File: config.mk
export PLATFORM = sky130hd
export DESIGN_NAME = pattern_shift_register
export DESIGN_NICKNAME = d
export VERILOG_FILES = /design/src/rtl/pattern_shift_register.sv
export SDC_FILE = /design/constraint.sdc
export NUM_CORES = 1
export LEC_CHECK = 0
export BUFFER_PORTS_ARGS = -buffer_cell sky130_fd_sc_hd__buf_2
export CORE_ASPECT_RATIO = 0.75
export CORE_MARGIN = 2
export CORE_UTILIZATION = 28
export DETAILED_ROUTE_END_ITERATION = 6
export HOLD_SLACK_MARGIN = 0.03
export PLACE_DENSITY = 0.46
export SLEW_MARGIN = 20
export SYNTH_ARGS = -nofsm -noshare
export SYNTH_HDL_FRONTEND = slang
export SYNTH_SLANG_ARGS = --single-unit
export TNS_END_PERCENT = 1
File: constraint.sdc
create_clock -name clk -period 3.2 [get_ports clk]
set_clock_uncertainty 0.15 [all_clocks]
set_input_delay 0.64 -clock clk [delete_from_list [all_inputs] [get_ports clk]]
set_output_delay 0.64 -clock clk [all_outputs]
set_load 0.005 [all_outputs]
File: src/rtl/pattern_shift_register.sv
// rtl/pattern_shift_register.sv - circular shift register serialising a trigger bit pattern
module pattern_shift_register #(
    parameter int               WIDTH         = 10,
    parameter int               CNT_W         = 16,
    parameter bit               INVERT_OUT    = 1'b1,
    parameter bit               IDLE_LEVEL    = 1'b1,
    parameter logic [WIDTH-1:0] RESET_PATTERN = '0
) (
    input  logic                       clk,
    input  logic                       rst_n,
    input  logic                       load,
    input  logic [WIDTH-1:0]           data_in,
    input  logic                       dir,
    input  logic [CNT_W-1:0]           passes_in,
    input  logic                       enable,
    input  logic                       stop,
    output logic                       data_out,
    output logic                       busy,
    output logic                       done,
    output logic [$clog2(WIDTH)-1:0]   bit_idx
);

    localparam int                 IDX_W    = $clog2(WIDTH);
    localparam logic [IDX_W-1:0]   LAST_IDX = IDX_W'(WIDTH - 1);

    typedef enum logic {
        IDLE = 1'b0,
        RUN  = 1'b1
    } state_t;

    state_t             state;
    logic [WIDTH-1:0]   shreg;
    logic               dir_q;
    logic [CNT_W-1:0]   passes_q;
    logic [CNT_W-1:0]   pass_cnt;
    logic [CNT_W-1:0]   pass_next;
    logic [WIDTH-1:0]   rotated;
    logic               last_bit;

    assign rotated   = dir_q ? {shreg[0], shreg[WIDTH-1:1]}
                             : {shreg[WIDTH-2:0], shreg[WIDTH-1]};
    assign last_bit  = (bit_idx == LAST_IDX);
    assign pass_next = pass_cnt + CNT_W'(1);

    // Outputs decode registered state only, so async reset is visible immediately.
    assign busy     = (state == RUN);
    assign data_out = (state == RUN) ? (shreg[0] ^ INVERT_OUT) : IDLE_LEVEL;

    always_ff @(posedge clk or negedge rst_n) begin
        if (!rst_n) begin
            state    <= IDLE;
            shreg    <= RESET_PATTERN;
            dir_q    <= 1'b0;
            passes_q <= '0;
            pass_cnt <= '0;
            bit_idx  <= '0;
            done     <= 1'b0;
        end else begin
            done <= 1'b0;
            if (load) begin
                shreg    <= data_in;
                dir_q    <= dir;
                passes_q <= passes_in;
                pass_cnt <= '0;
                bit_idx  <= '0;
                state    <= RUN;
            end else if (state == RUN) begin
                if (stop) begin
                    state <= IDLE;
                end else if (enable) begin
                    shreg <= rotated;
                    if (last_bit) begin
                        bit_idx  <= '0;
                        pass_cnt <= pass_next;
                        // passes_q == 0 means continuous: pass_cnt just wraps.
                        if ((passes_q != '0) && (pass_next == passes_q)) begin
                            state <= IDLE;
                            done  <= 1'b1;
                        end
                    end else begin
                        bit_idx <= bit_idx + IDX_W'(1);
                    end
                end
            end
        end
    end

endmodule

Word-level counts from Yosys, hierarchy flattened. Cells that the tools add are included.

Register bits: 49. Bits in latches: 0. Memory bits (writable): 0. Bits in read-only memories: 0. Output and inout port bits: 7. Word-level logic and storage cells: 48. Memories kept: 0.

$add $sub $neg: 2. $mul: 0. Div/mod/pow operators: 0. $lt $le $gt $ge: 0. Eq/ne operators: 3. Shift-type cells: 0. Muxes and demuxes: 28. Bitwise gates (word level): 1. Reductions and logical operators: 7.

Operator list (number): $mux 16 (5); $mux 10 (5); $mux 4 (5); $add 16x1->16 const B (1); $eq 16x16->1 (1); $reduce_bool 16->1 (1); $mux 1 (13); $reduce_bool 2->1 (3); $add 4x1->4 const B (1); $eq 4x4->1 const B (1); $reduce_and 4->1 (1); $reduce_and 3->1 (1); $ne 2x2->1 const B (1); $logic_and 1x1->1 (1); $not 1->1 (1).

Longest topological paths before layout. Gate-level depths: netlist of the first run.

Depth in word-level cells: 9. Gate-level depth with buffers: 10. Mapped depth without buffers: 8.

Least setup slack after synthesis of the first run. No wires, ideal clock.

Path type: reg-to-reg. Start point: register pass_cnt[0]. End point: register done. Setup time: 68 ps. Arrival: 2030 ps. Data required time: 2982 ps. Setup slack: 951 ps. Stages on the path, launching flop included: 8. Buffers on the path: 0. Clock period less this slack: 2249 ps. Cell sequence: dfrtp_1 -> ha_1 -> nand3_1 -> or2_4 -> or3_1 -> a221o_1 -> nor4_2 -> and4_1.

Cells in the longest elaborated chain, start to end: 9.

Ends and longest elaborated chain: start: declaration (line 35) `logic [CNT_W-1:0] pass_cnt;`; start signal: assignment (line 74) `pass_cnt <= pass_next;`; $add 16x1->16 (line 43) `assign pass_next = pass_cnt + CNT_W'(1);`; $eq 16x16->1 (line 76) `if ((passes_q != '0) && (pass_next == passes_q)) begin`; $logic_and 1x1->1 (line 76); $mux 1 (line 76); $mux 1 (line 72) `if (last_bit) begin`; $mux 1 (line 70) `end else if (enable) begin`; $mux 1 (line 68) `if (stop) begin`; $mux 1 (line 67) `end else if (state == RUN) begin`; $mux 1 (line 60) `if (load) begin`; end signal: assignment (line 57) `done <= 1'b0;`; end signal: assignment (line 59) `done <= 1'b0;`; end signal: assignment (line 78) `done <= 1'b1;`; end: declaration (line 19) `output logic done,`.

No other way between the ends. A chain may end at the register's enable or synchronous reset.

Final worst setup path of the first run. Same ends and word-level chain as after synthesis.

==> results.json, run 1 <==
{
  "status": "completed",
  "clock_latency_ns": 0.29,
  "initial_core_util_pct": 28.8,
  "cp.buffers_inverters": 0,
  "drive_gt1_share_pct": 22.0,
  "drc": 0,
  "swShare_pct": 25.8,
  "r2r_slack_ns": 0.74,
  "crit_type": "register to register",
  "row_count": 31,
  "synth_warnings": 0,
  "holdWs_ns": 0.293,
  "dieWidth_um": 119,
  "avgRoutedWirePerCell_um": 13.8,
  "num_antenna_cells": 0,
  "cts_resized": 0,
  "cp_slowest_stage_delay_ns": 0.45,
  "first_iter_violations": 153,
  "synth_edf_count": 0,
  "dieHeight_um": 90.3,
  "grt_overflow_total": 0,
  "final-seq-area_sq_um": 1230,
  "areaGrowthSynthToFinish_pct": 16.7,
  "ant_nets": 0,
  "power_density_nw_per_um2": 438,
  "dr.pass1.iters": 4,
  "p_switching_mw": 0.367,
  "multi_input_area_sq_um": 1470,
  "comb_power_share_pct": 11.4,
  "startpoint_type": "register",
  "postCtsSetupRepairBufs": 0,
  "netlist_area_sq_um": 2780,
  "seq_power_share_pct": 49.6,
  "required_ns": 3.28,
  "cap_violations": 0,
  "critPathTopFamily": "simple AND/OR/NAND/NOR gates",
  "yosysMostFrequentCell": "dfrtp_1",
  "ioPinCount": 39,
  "p_leak_nw": 1.36,
  "path_cells": "ha_1 > nand3_1 > or2_4 > or3_1 > a221o_1 > nor4_2 > and4_1",
  "synth_common_cells": "dfrtp_1 (49), nor2_1 (35), nand2_1 (25)",
  "grtUsageTotal_pct": 12.7,
  "postSynthCellCount": 294,
  "slew_headroom_pct": 57.4,
  "grt_pass1_wl_um": 10900,
  "crit_arrival_ns": 2.54,
  "utilization_pct": 33.6,
  "critPathMaxFanout": 7,
  "clk_pin_slew_ns": 0.07,
  "setup_slack_ns": 0.735,
  "syn_area_per_cell_sq_um": 9.45,
  "die_area_sq_um": 10700,
  "hold_viol": 0,
  "slowest_stage": "dfrtp_1",
  "cts-root-buf": "clkbuf_16",
  "viasPerCell": 4.69,
  "grt_pass1_vias": 2087,
  "ctsHoldBuffers": 0,
  "async_flop_share_pct": 100,
  "ys_types": 40,
  "cts.sinks": 49,
  "ir_worst_vdd_uv": 234,
  "wl_um": 6360,
  "via_count": 2152,
  "final-setup-viol-count": 0,
  "cellInternalPower_mw": 1.05,
  "place_hpwl_um": 4550,
  "critPathCaptureType": "register",
  "antenna_found_initial": 0,
  "tightest_slew_ns": 0.638,
  "rsz0062_at_grt": "no",
  "synth_top_area_share_pct": 44.1,
  "synth-seq-cells": 49,
  "place.gp.congestion": 0.843,
  "cts_tree": "built",
  "finalSetupTns_ns": 0,
  "grt_max_degree": 59,
  "hp-class": "input port to asynchronous set/reset pin",
  "portBuffers": 38,
  "htree_levels": 2,
  "cts_buffers": 5,
  "core_area_sq_um": 9660,
  "final_nets": 361,
  "period_needed_ns": 2.46,
  "fmax_ghz": 0.406,
  "synth_nets": 329,
  "pre_cts_ws_ns": 0.747,
  "clk_path_buf_depth": 2,
  "synth_area_leaders": "dfrtp_1 (44%), mux2_2 (6.9%), xor2_1 (5.4%)",
  "nFillCells": 1004,
  "finalCritPeriodShare_pct": 77.0,
  "synth_flop_cell": "dfrtp_1",
  "pwr-share-clk_pct": 39.1,
  "yosysSeqAreaShare_pct": 44.1,
  "drv_slew": 0,
  "post-synth-top-area-cell": "dfrtp_1"
}
cells by family (layout without fill, tap and decap cells):
| family | after synthesis | count (layout) | synth area share, % |
|---|---|---|---|
| mux | 28 | 28 | 10.9 |
| simple gates | 117 | 117 | 21.6 |
| fa+ha+maj | 3 | 3 | 1.35 |
| compound gates | 43 | 43 | 8.55 |
| flops | 49 | 49 | 44.1 |
| buf+inv | 21 | 54 | 3.15 |
| xor+xnor | 33 | 33 | 10.4 |
sequential cells by signal, summed over array words and instances, names as in the netlist:
| name | flops |
|---|---|
| done | 1 |
| pass_cnt | 16 |
| bit_idx | 4 |
| dir_q | 1 |
| shreg | 10 |
| passes_q | 16 |
| busy | 1 |
per-layer routing:
metal  vias to the layer above  global-route usage, %  wire length (um)
met4                         0                   3.87                84
met2                        35                   18.2              2630
met5                         -                      0                 0
li1                       1088                      -                 -
met3                         8                   2.15               161
met1                      1021                   19.2              3480
layout by cell type (no fill, tap or decap), types with 4 or more instances in the layout:
cell type and n:
a21oi_1 19, buf_2 38, clkbuf_16 5, dfrtp_1 49, inv_1 5, mux2_2 17
mux2i_1 11, nand2_1 25, nand2b_1 4, nand3_1 11, nand4_1 6, nor2_1 35
nor3_1 8, nor4_1 5, o21ai_0 17, or3_1 4, xnor2_1 16, xor2_1 17
worst paths after layout:
check / start / end / depth (start not counted)
hold / removal: rst_n / shreg[5] / 2
hold reg to reg: passes_q[12] / passes_q[12] / 1
setup / recovery: pass_cnt[0] / done / 7
min in group clk: data_in[6] / shreg[6] / 3
max in group asynchronous: rst_n / pass_cnt[13] / 2
setup reg to reg: pass_cnt[0] / done / 7
layout make-up:
cell class              instances  area share, %
clock inverters                 2          0.502
repair buffers                 41           6.56
clock buffers                   6           4.28
multi-input cells             224           45.2
flip-flops and latches         49           37.8
inverters                       5          0.579
well taps                     132           5.09
per-stage QoR:
stage	cell area, sq um	power [mW]	instances
finish	3240	1.42	459
CTS	3240	1.44	459
global route	3240	1.49	459
global placement	3090	0.879	451
floorplan	2780	0.809	294
detailed placement	3090	0.881	451
power by group through the flow:
stage / Sequential (mW) / Clock (mW) / Combinational [mW]
detailed placement: 0.717 / 0 / 0.164
global route: 0.712 / 0.593 / 0.185
floorplan: 0.694 / 0 / 0.115
CTS: 0.705 / 0.567 / 0.165
global placement: 0.716 / 0 / 0.163
finish: 0.704 / 0.555 / 0.162
No activity file was read; power rests on OpenSTA's default activity.
==> inputs of run 2 (changes only) <==
Settings changed: PLACE_DENSITY 0.46 to 0.47.
Clock period 3.2 ns to 2.25 ns, I/O delays scaled along.
==> run 2 against run 1 <==
Against the previous run:
- worst hold slack got worse by 0.086 ns
- sequential cell count stayed put
- sequential power up 42%
- highest routed layer unchanged
- critical path depth is the same
- the run now ends with negative setup slack left
- largest power group unchanged
- routed wire length up 4.5%
- non-clock buffer count rose by 21
- fmax increased by 8.8%
- register-to-register slack worse by 0.75 ns
- setup slack worse by 0.75 ns
- final cell count increased by 4.6%
- first-iteration DRC count decreased by 46%
==> results.json, run 2 (synthesis results as in run 1) <==
{
  "cts_buffers": 5,
  "avgRoutedWirePerCell_um": 13.8,
  "grtUsageTotal_pct": 13.0,
  "hold_viol": 0,
  "required_ns": 2.33,
  "seq_power_share_pct": 49.0,
  "portBuffers": 38,
  "grt_pass1_vias": 2168,
  "swShare_pct": 26.0,
  "finalSetupTns_ns": -0.0162,
  "path_cells": "ha_2 > nand3_2 > or2_4 > or3_1 > a221o_1 > nor4_4 > and4_1",
  "cp_slowest_stage_delay_ns": 0.35,
  "final-setup-viol-count": 1,
  "place_hpwl_um": 4850,
  "dieHeight_um": 90.3,
  "ioPinCount": 39,
  "cap_violations": 0,
  "cts-root-buf": "clkbuf_16",
  "r2r_slack_ns": -0.02,
  "drc": 0,
  "grt_overflow_total": 0,
  "pwr-share-clk_pct": 38.9,
  "fin_cells": 480,
  "dr.pass1.iters": 4,
  "cellInternalPower_mw": 1.51,
  "areaGrowthSynthToFinish_pct": 24.0,
  "p_leak_nw": 1.48,
  "ant_nets": 0,
  "final-seq-area_sq_um": 1230,
  "row_count": 31,
  "dieWidth_um": 119,
  "num_antenna_cells": 0,
  "final_nets": 382,
  "clock_latency_ns": 0.29,
  "hp-class": "input port to register",
  "grt_pass1_wl_um": 11100,
  "violations": "negative setup slack",
  "via_count": 2258,
  "power_density_nw_per_um2": 592,
  "startpoint_type": "register",
  "viasPerCell": 4.70,
  "p_switching_mw": 0.530,
  "slowest_stage": "dfrtp_1",
  "slew_headroom_pct": 58.7,
  "ir_worst_vdd_uv": 275,
  "cts_tree": "built",
  "cp.buffers_inverters": 0,
  "clk_path_buf_depth": 2,
  "setup_slack_ns": -0.0162,
  "rsz0062_at_grt": "yes",
  "grt_max_degree": 59,
  "fmax_ghz": 0.441,
  "finalCritPeriodShare_pct": 101,
  "crit_arrival_ns": 2.35,
  "tightest_slew_ns": 0.620,
  "core_area_sq_um": 9660,
  "clk_pin_slew_ns": 0.07,
  "htree_levels": 2,
  "antenna_found_initial": 0,
  "multi_input_area_sq_um": 1490,
  "comb_power_share_pct": 12.1,
  "crit_type": "register to register",
  "nFillCells": 999,
  "drive_gt1_share_pct": 27.9,
  "dp.cells": 471,
  "final_cell_mix": "dfrtp_1 (48), buf_2 (38), nor2_1 (35), nand2_1 (25), buf_4 (22)",
  "die_area_sq_um": 10700,
  "total_power_mw": 2.04,
  "utilization_pct": 35.7,
  "status": "finished, violations left",
  "cts.sinks": 49,
  "top_regs": "pass_cnt (16), passes_q (16), shreg (10)",
  "first_iter_violations": 82,
  "initial_core_util_pct": 28.8,
  "postCtsSetupRepairBufs": 0,
  "layout_commonest_cell": "dfrtp_1",
  "critPathCaptureType": "register",
  "critPathMaxFanout": 5,
  "drv_slew": 0,
  "period_needed_ns": 2.27,
  "critPathTopFamily": "simple AND/OR/NAND/NOR gates",
  "wl_um": 6640,
  "place.gp.congestion": 0.861
}
==> run 2: cell types whose count changed in the layout (fill, tap and decap cells not counted), sizes merged <==
| cell | change |
|---|---|
| dlygate4sd3 | +1 |
| buf | +20 |
| clkinvlp | -1 |
| clkinv | +1 |
==> run 2: metal layers <==
metal	global-route usage, %	up-vias	wire length (um)
met4	3.87	0	57
met1	19.1	1074	3390
met3	3.03	2	244
li1	-	1135	-
met5	0	-	0
met2	18.8	47	2950
==> run 2: final timing paths <==
kind | from | end | cells after the start
max in group asynchronous | rst_n | pass_cnt[4] | 3
worst min register to register | pass_cnt[15] | pass_cnt[15] | 2
worst max-delay path | pass_cnt[1] | done | 7
worst min-delay path | data_in[7] | shreg[7] | 3
worst max register to register | pass_cnt[1] | done | 7
min in group asynchronous | rst_n | shreg[3] | 2
==> run 2: through the flow <==
step	hold WS, ns	setup slack, ns	instance area, sq um
finish	0.207	-0.0162	3440
global route	0.220	-0.126	3440
CTS	0.197	0.00438	3420
detailed placement	0.311	0.00552	3250
global placement	0.309	0.00816	3250
floorplan	0.00441	0.00143	2780
==> run 2: what timing repair did <==
item,in CTS,in global routing
endpoints found under the hold margin,19,0
pin swaps,0,6
hold buffers,1,0
setup endpoints to repair,1,2
resized for setup,1,6
==> run 2: worst min-delay path: stages <==
cell and delay (ns):
buf_2 0.07, nand2_1 0.03, o21ai_0 0.06
==> run 2: power by group through the flow <==
| stage | combinational [mW] | clock (mW) | sequential (mW) |
|---|---|---|---|
| 3_3_place_gp | 0.242 | 0 | 1.01 |
| 2_1_floorplan | 0.163 | 0 | 0.988 |
| 4_1_cts | 0.247 | 0.821 | 0.998 |
| 6_report | 0.248 | 0.793 | 0.999 |
| 5_1_grt | 0.282 | 0.863 | 1.01 |
| 3_5_place_dp | 0.244 | 0 | 1.02 |
==> run 2: area by class of cell <==
type                            count  area share, %
Clock inverter                      2          0.509
Multi-Input combinational cell    224           43.3
Inverter                            5          0.545
Sequential cell                    49           35.6
Timing Repair Buffer               62           11.2
Clock buffer                        6           4.03
Tap cell                          132           4.79
==> inputs of run 3 (changes only) <==
Settings changed: PLACE_DENSITY 0.47 to 0.48.
==> run 3 against run 2 <==
Against the previous run:
- the flow now finishes without violations
- core utilization is 0.39 points higher
- register-to-register slack better by 0.03 ns
- non-clock buffer count is 1 higher
- combinational power hardly changed
- setup slack better by 0.026 ns
- total power is 0.54% higher
- largest power group unchanged
- final cell count is 0.21% higher
- die area stayed put
- routed wire length is 0.35% higher
==> results.json, run 3 (synthesis results as in run 1) <==
{
  "status": "completed",
  "r2r_start": "pass_cnt[1]",
  "avgRoutedWirePerCell_um": 13.9,
  "top_regs": "pass_cnt (16), passes_q (16), shreg (10)",
  "fmax_ghz": 0.446,
  "utilization_pct": 36.1,
  "drive_gt1_share_pct": 28.7,
  "cts.sinks": 49,
  "layout_commonest_cell": "dfrtp_1",
  "final_cell_mix": "dfrtp_1 (49), buf_2 (38), nor2_1 (35), nand2_1 (25), buf_4 (23)",
  "ir_worst_vdd_uv": 269,
  "nFillCells": 1002,
  "row_count": 31,
  "critPathCaptureType": "register",
  "dieHeight_um": 90.3,
  "hold_viol": 0,
  "cts_tree": "built",
  "first_iter_violations": 168,
  "grt_pass1_vias": 2219,
  "power_density_nw_per_um2": 589,
  "final-setup-viol-count": 0,
  "finalCritPeriodShare_pct": 99.6,
  "worstHoldStart": "data_in[5]",
  "grt_overflow_total": 0,
  "drc": 0,
  "rsz0062_at_grt": "yes",
  "slew_headroom_pct": 59.0,
  "startpoint_type": "register",
  "dr.pass1.iters": 4,
  "clk_path_buf_depth": 2,
  "num_antenna_cells": 0,
  "grtUsageTotal_pct": 13.0,
  "crit_type": "register to register",
  "core_area_sq_um": 9660,
  "viasPerCell": 4.79,
  "clock_latency_ns": 0.29,
  "antenna_found_initial": 0,
  "setup_slack_ns": 0.00938,
  "portBuffers": 38,
  "place.gp.congestion": 0.829,
  "r2r_slack_ns": 0.009,
  "initial_core_util_pct": 28.8,
  "grt_pass1_wl_um": 11300,
  "period_needed_ns": 2.24,
  "areaGrowthSynthToFinish_pct": 25.3,
  "die_area_sq_um": 10700,
  "ioPinCount": 39,
  "p_leak_nw": 1.49,
  "via_count": 2304,
  "wl_um": 6660,
  "ant_nets": 0,
  "crit_start": "pass_cnt[1]",
  "cts_buffers": 5,
  "place_hpwl_um": 4840,
  "pre_cts_ws_ns": -0.0827,
  "dieWidth_um": 119,
  "crit_arrival_ns": 2.32,
  "hp-class": "input port to register",
  "tightest_slew_ns": 0.615,
  "critPathMaxFanout": 5,
  "cap_violations": 0,
  "drv_slew": 0,
  "required_ns": 2.33,
  "grt_max_degree": 59,
  "postCtsSetupRepairBufs": 0,
  "cts-root-buf": "clkbuf_16",
  "final_nets": 383,
  "clk_pin_slew_ns": 0.07,
  "htree_levels": 2
}
-- run 3: cell types whose count changed in the layout (fill, tap and decap cells not counted), sizes merged --
cell,delta
buf,+1
-- run 3: final timing paths --
kind | cells after the start | endpoint
worst max-delay path | 7 | done
worst min-delay path | 3 | shreg[5]
worst max register to register | 7 | done
worst min register to register | 2 | pass_cnt[15]
max in group asynchronous | 3 | pass_cnt[12]
min in group asynchronous | 2 | shreg[3]
-- run 3: layout make-up --
type | count | area [sq um] | area share, %
clock buffer | 6 | 139 | 3.99
clock inverter | 2 | 17.5 | 0.503
inverter | 5 | 18.8 | 0.539
multi-input combinational | 224 | 1520 | 43.7
sequential | 49 | 1230 | 35.2
tap | 132 | 165 | 4.74
timing repair buffer | 63 | 393 | 11.3
-- run 3: metrics by stage --
| stage | instances | setup TNS [ns] | power (mW) | hold slack [ns] | cell area [sq um] |
|---|---|---|---|---|---|
| 5_1_grt | 481 | -0.0896 | 2.16 | 0.218 | 3480 |
| 6_report | 481 | 0 | 2.05 | 0.208 | 3480 |
| 2_1_floorplan | 294 | 0 | 1.15 | 0.00441 | 2780 |
| 4_1_cts | 481 | -0.00318 | 2.07 | 0.201 | 3430 |
| 3_5_place_dp | 472 | -0.111 | 1.26 | 0.312 | 3260 |
| 3_3_place_gp | 472 | -0.0215 | 1.26 | 0.299 | 3260 |
-- run 3: routing by layer --
layer	vias up	track usage (%)	wire length [um]
li1	1139	-	-
met5	-	0	0
met3	7	1.89	205
met4	0	4.76	110
met2	41	18.5	2840
met1	1117	19.9	3510
-- run 3: timing repair --
action,in CTS,in global routing
resized for setup,2,8
pin swaps,0,2
setup endpoints to repair,2,2
endpoints found under the hold margin,19,0
hold buffers,1,0
-- run 3: power by group --
group	internal (mW)	switching (mW)
Combinational	0.128	0.122
Clock	0.449	0.352
Sequential	0.932	0.0662
Total	1.51	0.541
-- run 3: critical path, cell delays in order (launching register included) --
cell     delay (ns)
dfrtp_1        0.36
ha_2           0.21
nand3_2        0.10
or2_4          0.26
or3_1          0.34
a221o_1        0.36
nor4_4         0.18
and4_1         0.22
